**src/rtl/cam_bus_emulator.sv**
```systemverilog
// cam_bus_emulator: OV7670-style RGB565 camera bus source (PCLK, VSYNC, HREF, DATA)
// fed by an internal pattern generator; framing outputs change only on PCLK falling edges.
module cam_bus_emulator #(
    parameter int WIDTH        = 176,
    parameter int HEIGHT       = 144,
    parameter int VSYNC_LINES  = 3,
    parameter int VBP_LINES    = 17,
    parameter int VFP_LINES    = 10,
    parameter int HBLANK_BYTES = 144
) (
    input  logic        CLK,
    input  logic        RESET_N,
    input  logic        ENABLE,
    input  logic [1:0]  MODE,
    input  logic [15:0] COLOR,
    output logic        PCLK_OUT,
    output logic        VSYNC_OUT,
    output logic        HREF_OUT,
    output logic [7:0]  DATA_OUT,
    output logic        BUSY,
    output logic        FRAME_DONE,
    output logic [7:0]  FRAME_CNT
);
    localparam logic [15:0] LAST_BYTE = 16'(2 * WIDTH + HBLANK_BYTES - 1);
    localparam logic [15:0] ACT_BYTES = 16'(2 * WIDTH);
    localparam logic [15:0] BAR_LAST  = 16'(WIDTH / 8 - 1);
    localparam logic [15:0] BARS [8] = '{16'hFFFF, 16'hFFE0, 16'h07FF, 16'h07E0,
                                         16'hF81F, 16'hF800, 16'h001F, 16'h0000};

    typedef enum logic [2:0] {IDLE, VSYNC, VBACK, ACTIVE, VFRONT} state_t;

    state_t      state_q, state_d;
    logic [15:0] byte_q, byte_d, line_q, line_d, bar_sub_q, bar_sub_d, n_lines;
    logic [15:0] color_q, color_d, pix;
    logic [2:0]  bar_q, bar_d;
    logic [1:0]  mode_q, mode_d;
    logic [4:0]  x_d;
    logic [7:0]  data_q, data_d, cnt_q;
    logic        pclk_q, vsync_q, href_q, busy_q, done_q;
    logic        last_byte, last_line, frame_end, href_d, new_pix;

    // Everything with a _d suffix describes the byte-time that starts at the next PCLK fall.
    always_comb begin
        n_lines   = (state_q == VSYNC)  ? 16'(VSYNC_LINES) :
                    (state_q == VBACK)  ? 16'(VBP_LINES)   :
                    (state_q == ACTIVE) ? 16'(HEIGHT)      : 16'(VFP_LINES);
        last_byte = byte_q == LAST_BYTE;
        last_line = line_q == n_lines - 16'd1;
        frame_end = state_q == VFRONT && last_byte && last_line;
        state_d   = state_q;
        byte_d    = last_byte ? 16'd0 : byte_q + 16'd1;
        line_d    = line_q;
        mode_d    = mode_q;
        color_d   = color_q;
        if (state_q == IDLE) begin
            byte_d = 16'd0;
            if (ENABLE) state_d = VSYNC;
        end else if (last_byte) begin
            line_d = last_line ? 16'd0 : line_q + 16'd1;
            if (last_line)
                state_d = (state_q == VSYNC)  ? VBACK  :
                          (state_q == VBACK)  ? ACTIVE :
                          (state_q == ACTIVE) ? VFRONT :
                          ENABLE ? VSYNC : IDLE;
        end
        if (state_d == VSYNC && state_q != VSYNC) begin
            mode_d  = MODE;
            color_d = COLOR;
        end
        // Colour-bar index tracked by a pixel sub-counter so no divider is needed.
        new_pix   = !byte_d[0] && bar_sub_q == BAR_LAST;
        bar_sub_d = (byte_d == 16'd0 || new_pix) ? 16'd0 : !byte_d[0] ? bar_sub_q + 16'd1 : bar_sub_q;
        bar_d     = (byte_d == 16'd0) ? 3'd0 : new_pix ? bar_q + 3'd1 : bar_q;
        x_d       = byte_d[5:1];
        pix       = (mode_d == 2'd0) ? color_d :
                    (mode_d == 2'd1) ? BARS[bar_d] :
                    (mode_d == 2'd2) ? {x_d, 11'd0} :
                    (x_d[3] ^ line_d[3]) ? 16'hFFFF : 16'h0000;
        href_d    = state_d == ACTIVE && byte_d < ACT_BYTES;
        data_d    = href_d ? (byte_d[0] ? pix[7:0] : pix[15:8]) : 8'd0;
    end

    always_ff @(posedge CLK or negedge RESET_N) begin
        if (!RESET_N) begin
            pclk_q    <= 1'b0;
            state_q   <= IDLE;
            byte_q    <= 16'd0;
            line_q    <= 16'd0;
            bar_sub_q <= 16'd0;
            bar_q     <= 3'd0;
            mode_q    <= 2'd0;
            color_q   <= 16'd0;
            vsync_q   <= 1'b0;
            href_q    <= 1'b0;
            data_q    <= 8'd0;
            busy_q    <= 1'b0;
            done_q    <= 1'b0;
            cnt_q     <= 8'd0;
        end else begin
            pclk_q <= ~pclk_q;
            done_q <= !pclk_q && frame_end;
            if (!pclk_q && frame_end) cnt_q <= cnt_q + 8'd1;
            if (pclk_q) begin
                state_q   <= state_d;
                byte_q    <= byte_d;
                line_q    <= line_d;
                bar_sub_q <= bar_sub_d;
                bar_q     <= bar_d;
                mode_q    <= mode_d;
                color_q   <= color_d;
                vsync_q   <= state_d == VSYNC;
                href_q    <= href_d;
                data_q    <= data_d;
                busy_q    <= state_d != IDLE;
            end
        end
    end

    assign PCLK_OUT   = pclk_q;
    assign VSYNC_OUT  = vsync_q;
    assign HREF_OUT   = href_q;
    assign DATA_OUT   = data_q;
    assign BUSY       = busy_q;
    assign FRAME_DONE = done_q;
    assign FRAME_CNT  = cnt_q;
endmodule
```
**config.mk**
```make
export PLATFORM = sky130hd
export DESIGN_NAME = cam_bus_emulator
export DESIGN_NICKNAME = d
export VERILOG_FILES = /design/src/rtl/cam_bus_emulator.sv
export SDC_FILE = /design/constraint.sdc
export NUM_CORES = 1
export LEC_CHECK = 0
export ABC_AREA = 1
export CORE_MARGIN = 8
export CORE_UTILIZATION = 47
export CTS_BUF_LIST = sky130_fd_sc_hd__clkbuf_16
export DETAILED_ROUTE_END_ITERATION = 8
export GPL_ROUTABILITY_DRIVEN = 0
export PLACE_DENSITY = 0.63
export REMOVE_ABC_BUFFERS = 1
export SLEW_MARGIN = 20
export SYNTH_ARGS = -nofsm -noshare
export SYNTH_HDL_FRONTEND = slang
export SYNTH_SLANG_ARGS = --single-unit
```
**constraint.sdc**
```tcl
create_clock -name CLK -period 3.5 [get_ports CLK]
set_input_delay 0.875 -clock CLK [delete_from_list [all_inputs] [get_ports CLK]]
set_output_delay 0.875 -clock CLK [all_outputs]
set_load 0.02 [all_outputs]
```
==> results.py <==
metrics = {
    "clock_network": {
        "cts_max_path_buffers": 2,
        "cts-root-buf": "clkbuf_16",
        "cts_tree": "done",
        "clkTransAtPathRegs_ns": 0.07,
        "clkSinkCount": 93,
        "clk_latency_ns": 0.35,
        "cts_buffers": 9,
        "ctsHoldBuffers": 0,
        "cts_htree_levels": 3,
    },
    "layout": {
        "num_antenna_cells": 0,
        "fin_util_pct": 56.7,
        "nets": 870,
        "syn2layout_area_growth_pct": 18.8,
        "drive_above_1_share_pct": 10.9,
        "fill_cells": 1154,
    },
    "setup_path": {
        "reg2reg_to": "DATA_OUT[6]",
        "worstPathMaxFanout": 16,
        "end_kind": "flop",
        "reg2reg_depth": 24,
        "crit_type": "reg -> reg",
        "r2r_slack_ns": 0.17,
        "arrival_ns": 3.61,
        "required_ns": 3.79,
        "r2r-start": "state_q[1]",
        "start_kind": "flop",
        "crit_path_end": "DATA_OUT[6]",
        "crit_start": "state_q[1]",
    },
    "timing": {
        "drv_slew": 0,
        "fin_skew_ns": 0.00612,
        "timing_hold_violations_final": 0,
        "max_freq_ghz": 0.301,
        "finalSetupTns_ns": 0,
        "setup_violations": 0,
        "worstMarginPinSlew_ns": 0.829,
        "worst_hold_slack_ns": 0.474,
        "layout_min_cycle_time_ns": 3.33,
        "finalWorstSetupSlack_ns": 0.174,
        "finalCritPeriodShare_pct": 95.0,
        "slew-limit-headroom_pct": 44.8,
    },
    "synthesis": {
        "muxShareOfSynthArea_pct": 0.198,
        "synth_edf_count": 0,
        "netlist_area_um2": 5690,
        "ys_ff_latch": 93,
        "synthAdderAreaFrac_pct": 1.54,
        "ys_seq_area_share_pct": 40.9,
        "async_flop_share_pct": 100,
        "synth-compound-area-share_pct": 8.71,
        "avgSynthCellArea_um2": 7.25,
        "yosysUniqueCellTypes": 38,
        "synth_xor_area_share_pct": 4.16,
        "synth-warning-count": 0,
        "synth_top_family_by_area": "simple AND/OR/NAND/NOR gates",
        "synth_cells": 785,
        "synth_ff_type": "dfrtp_1",
        "synthSimpleGateAreaFrac_pct": 34.8,
    },
    "floorplanning": {
        "die_x_um": 126,
        "pin_count": 42,
        "rows": 40,
        "die_h_um": 126,
        "dieArea_um2": 15900,
        "core_region_area_um2": 11900,
        "initial_core_util_pct": 47.8,
    },
    "drt": {
        "drt-initial-drc-count": 477,
        "drt_wl_total_um": 14200,
        "drc": 0,
        "vias": 5309,
        "routedWlPerCell_um": 14.3,
        "drtAntennaViolNets": 0,
        "drtPass1Iterations": 6,
        "via_per_inst": 5.35,
    },
    "pwr": {
        "peakVddDrop_mv": 0.277,
        "power_density_nw_per_um2": 610,
        "leakagePower_nw": 3.23,
        "total_power_mw": 4.12,
    },
    "global_route": {
        "grt_usage_pct": 18.0,
        "antenna_found_initial": 0,
        "grt_pass1_vias": 5041,
        "grt_overflow": 0,
        "grt_first_pass_wirelength_um": 23700,
        "grt_max_degree": 94,
    },
    "run": {
        "drv_cap": 0,
    },
    "placement": {
        "dp_hpwl_um": 9970,
        "dpl_worst_slack_ns": 0.0645,
        "port_buffers": 41,
    },
    "worst_hold_path": {
        "worstHoldPathType": "reg -> reg",
    },
    "status": {
        "outcome": "finished clean",
    },
}
==> layout by cell type (no fill, tap or decap), types with 22 or more instances in the layout <==
| cell | n |
|---|---|
| dfrtp_1 | 91 |
| xor2_1 | 24 |
| inv_1 | 104 |
| nand4_1 | 22 |
| buf_4 | 23 |
| clkdlybuf4s50_1 | 40 |
| nand3_1 | 82 |
| nor3_1 | 25 |
| nor2_1 | 55 |
| o21ai_0 | 52 |
| nand2_1 | 201 |
==> repair_timing <==
| item | 4_1_cts | 5_1_grt |
|---|---|---|
| setup buffers | 0 | 10 |
| gates resized for setup | 0 | 33 |
| endpoints found under the setup margin | 0 | 18 |
==> stage by stage <==
step / cells / instance area [um^2]
floorplan: 761 / 5550
global placement: 965 / 6280
detailed placement: 965 / 6280
CTS: 979 / 6550
global route: 992 / 6760
finish: 992 / 6760
==> layout make-up <==
cell class | instances | area, um^2 | share of cell area (%)
timing repair buffer | 68 | 632 | 9.35
sequential | 93 | 2330 | 34.5
inverter | 111 | 419 | 6.20
multi-input combinational | 559 | 2920 | 43.2
clock buffer | 9 | 225 | 3.33
clock inverter | 5 | 46.3 | 0.685
tap | 147 | 184 | 2.72
==> sequential cells by signal, indices dropped and copies added (netlist names) <==
register,count
color_q,16
byte_q,16
PCLK_OUT,1
VSYNC_OUT,1
FRAME_DONE,1
mode_q,2
HREF_OUT,1
BUSY,1
FRAME_CNT,8
line_q,16
state_q,3
bar_q,3
DATA_OUT,8
bar_sub_q,16
==> worst min path at each step <==
stage | to | cells past startpoint | startpoint | slack, ns
floorplan | color_q[0] | 2 | color_q[0] | 0.45
global placement | FRAME_CNT[7] | 1 | FRAME_CNT[7] | 0.46
detailed placement | FRAME_CNT[7] | 1 | FRAME_CNT[7] | 0.46
CTS | FRAME_CNT[7] | 1 | FRAME_CNT[7] | 0.48
global route | FRAME_CNT[7] | 1 | FRAME_CNT[7] | 0.50
finish | FRAME_CNT[7] | 1 | FRAME_CNT[7] | 0.47
==> power breakdown <==
group	internal [mW]	leakage (nW)	switching, mW
Sequential	1.23	1.22	0.104
Clock	0.537	0.141	0.409
Combinational	0.650	1.87	1.19
Total	2.42	3.23	1.70
==> per-layer routing <==
metal / GRT usage [%] / part of all wire, % / up-vias
met4: 7.78 / 2.2 / 0
met2: 28.6 / 46 / 147
met5: 0 / 0 / -
met3: 3.00 / 4.8 / 27
li1: - / - / 2662
met1: 23.9 / 47 / 2473
==> cell usage after synthesis (3+ instances only) <==
master / instances / area [um^2]
nor3_1: 25 / 125
clkbuf_1: 16 / 60.1
nor2_2: 3 / 18.8
o21ai_0: 55 / 275
o22ai_1: 6 / 37.5
ha_1: 7 / 87.6
dfrtp_1: 93 / 2330
nand4_1: 22 / 138
xor2_1: 24 / 210
nor2_1: 56 / 210
inv_1: 105 / 394
nand2_1: 205 / 769
nand3_2: 3 / 30.0
a21oi_1: 13 / 65.1
buf_6: 5 / 56.3
nand2_4: 3 / 33.8
a31oi_1: 3 / 18.8
o21ai_1: 5 / 25.0
nand3b_1: 3 / 22.5
xnor2_1: 3 / 26.3
nor4_1: 7 / 43.8
clkinv_1: 4 / 15.0
nand3_1: 87 / 435
o21ai_2: 4 / 35.0
nand2_2: 9 / 56.3
==> logic make-up (layout without fill, tap and decap cells) <==
group | after synthesis | after routing
compound gates | 90 | 90
xor+xnor | 27 | 27
fa+ha+maj | 7 | 7
buf+inv | 135 | 193
flops | 93 | 93
mux | 1 | 1
simple gates | 432 | 434
==> worst max-delay path, cell delays in order (launching register included) <==
cell	delay, ns
dfrtp_2	0.48
inv_2	0.09
nand3_2	0.09
nand2_2	0.09
inv_1	0.06
ha_1	0.30
inv_1	0.04
nand2_1	0.07
nand2_1	0.05
nor2_1	0.08
nand3_1	0.12
nor2_4	0.17
nand4_1	0.16
nand3_2	0.18
nand2_4	0.11
nor2_8	0.19
nand2_8	0.12
nand2_2	0.11
nand2_4	0.09
o21ai_2	0.20
buf_2	0.19
nand3_1	0.08
nand2_1	0.07
nand3_1	0.07
nand2_1	0.06
Power figures use the tool's default switching activity.
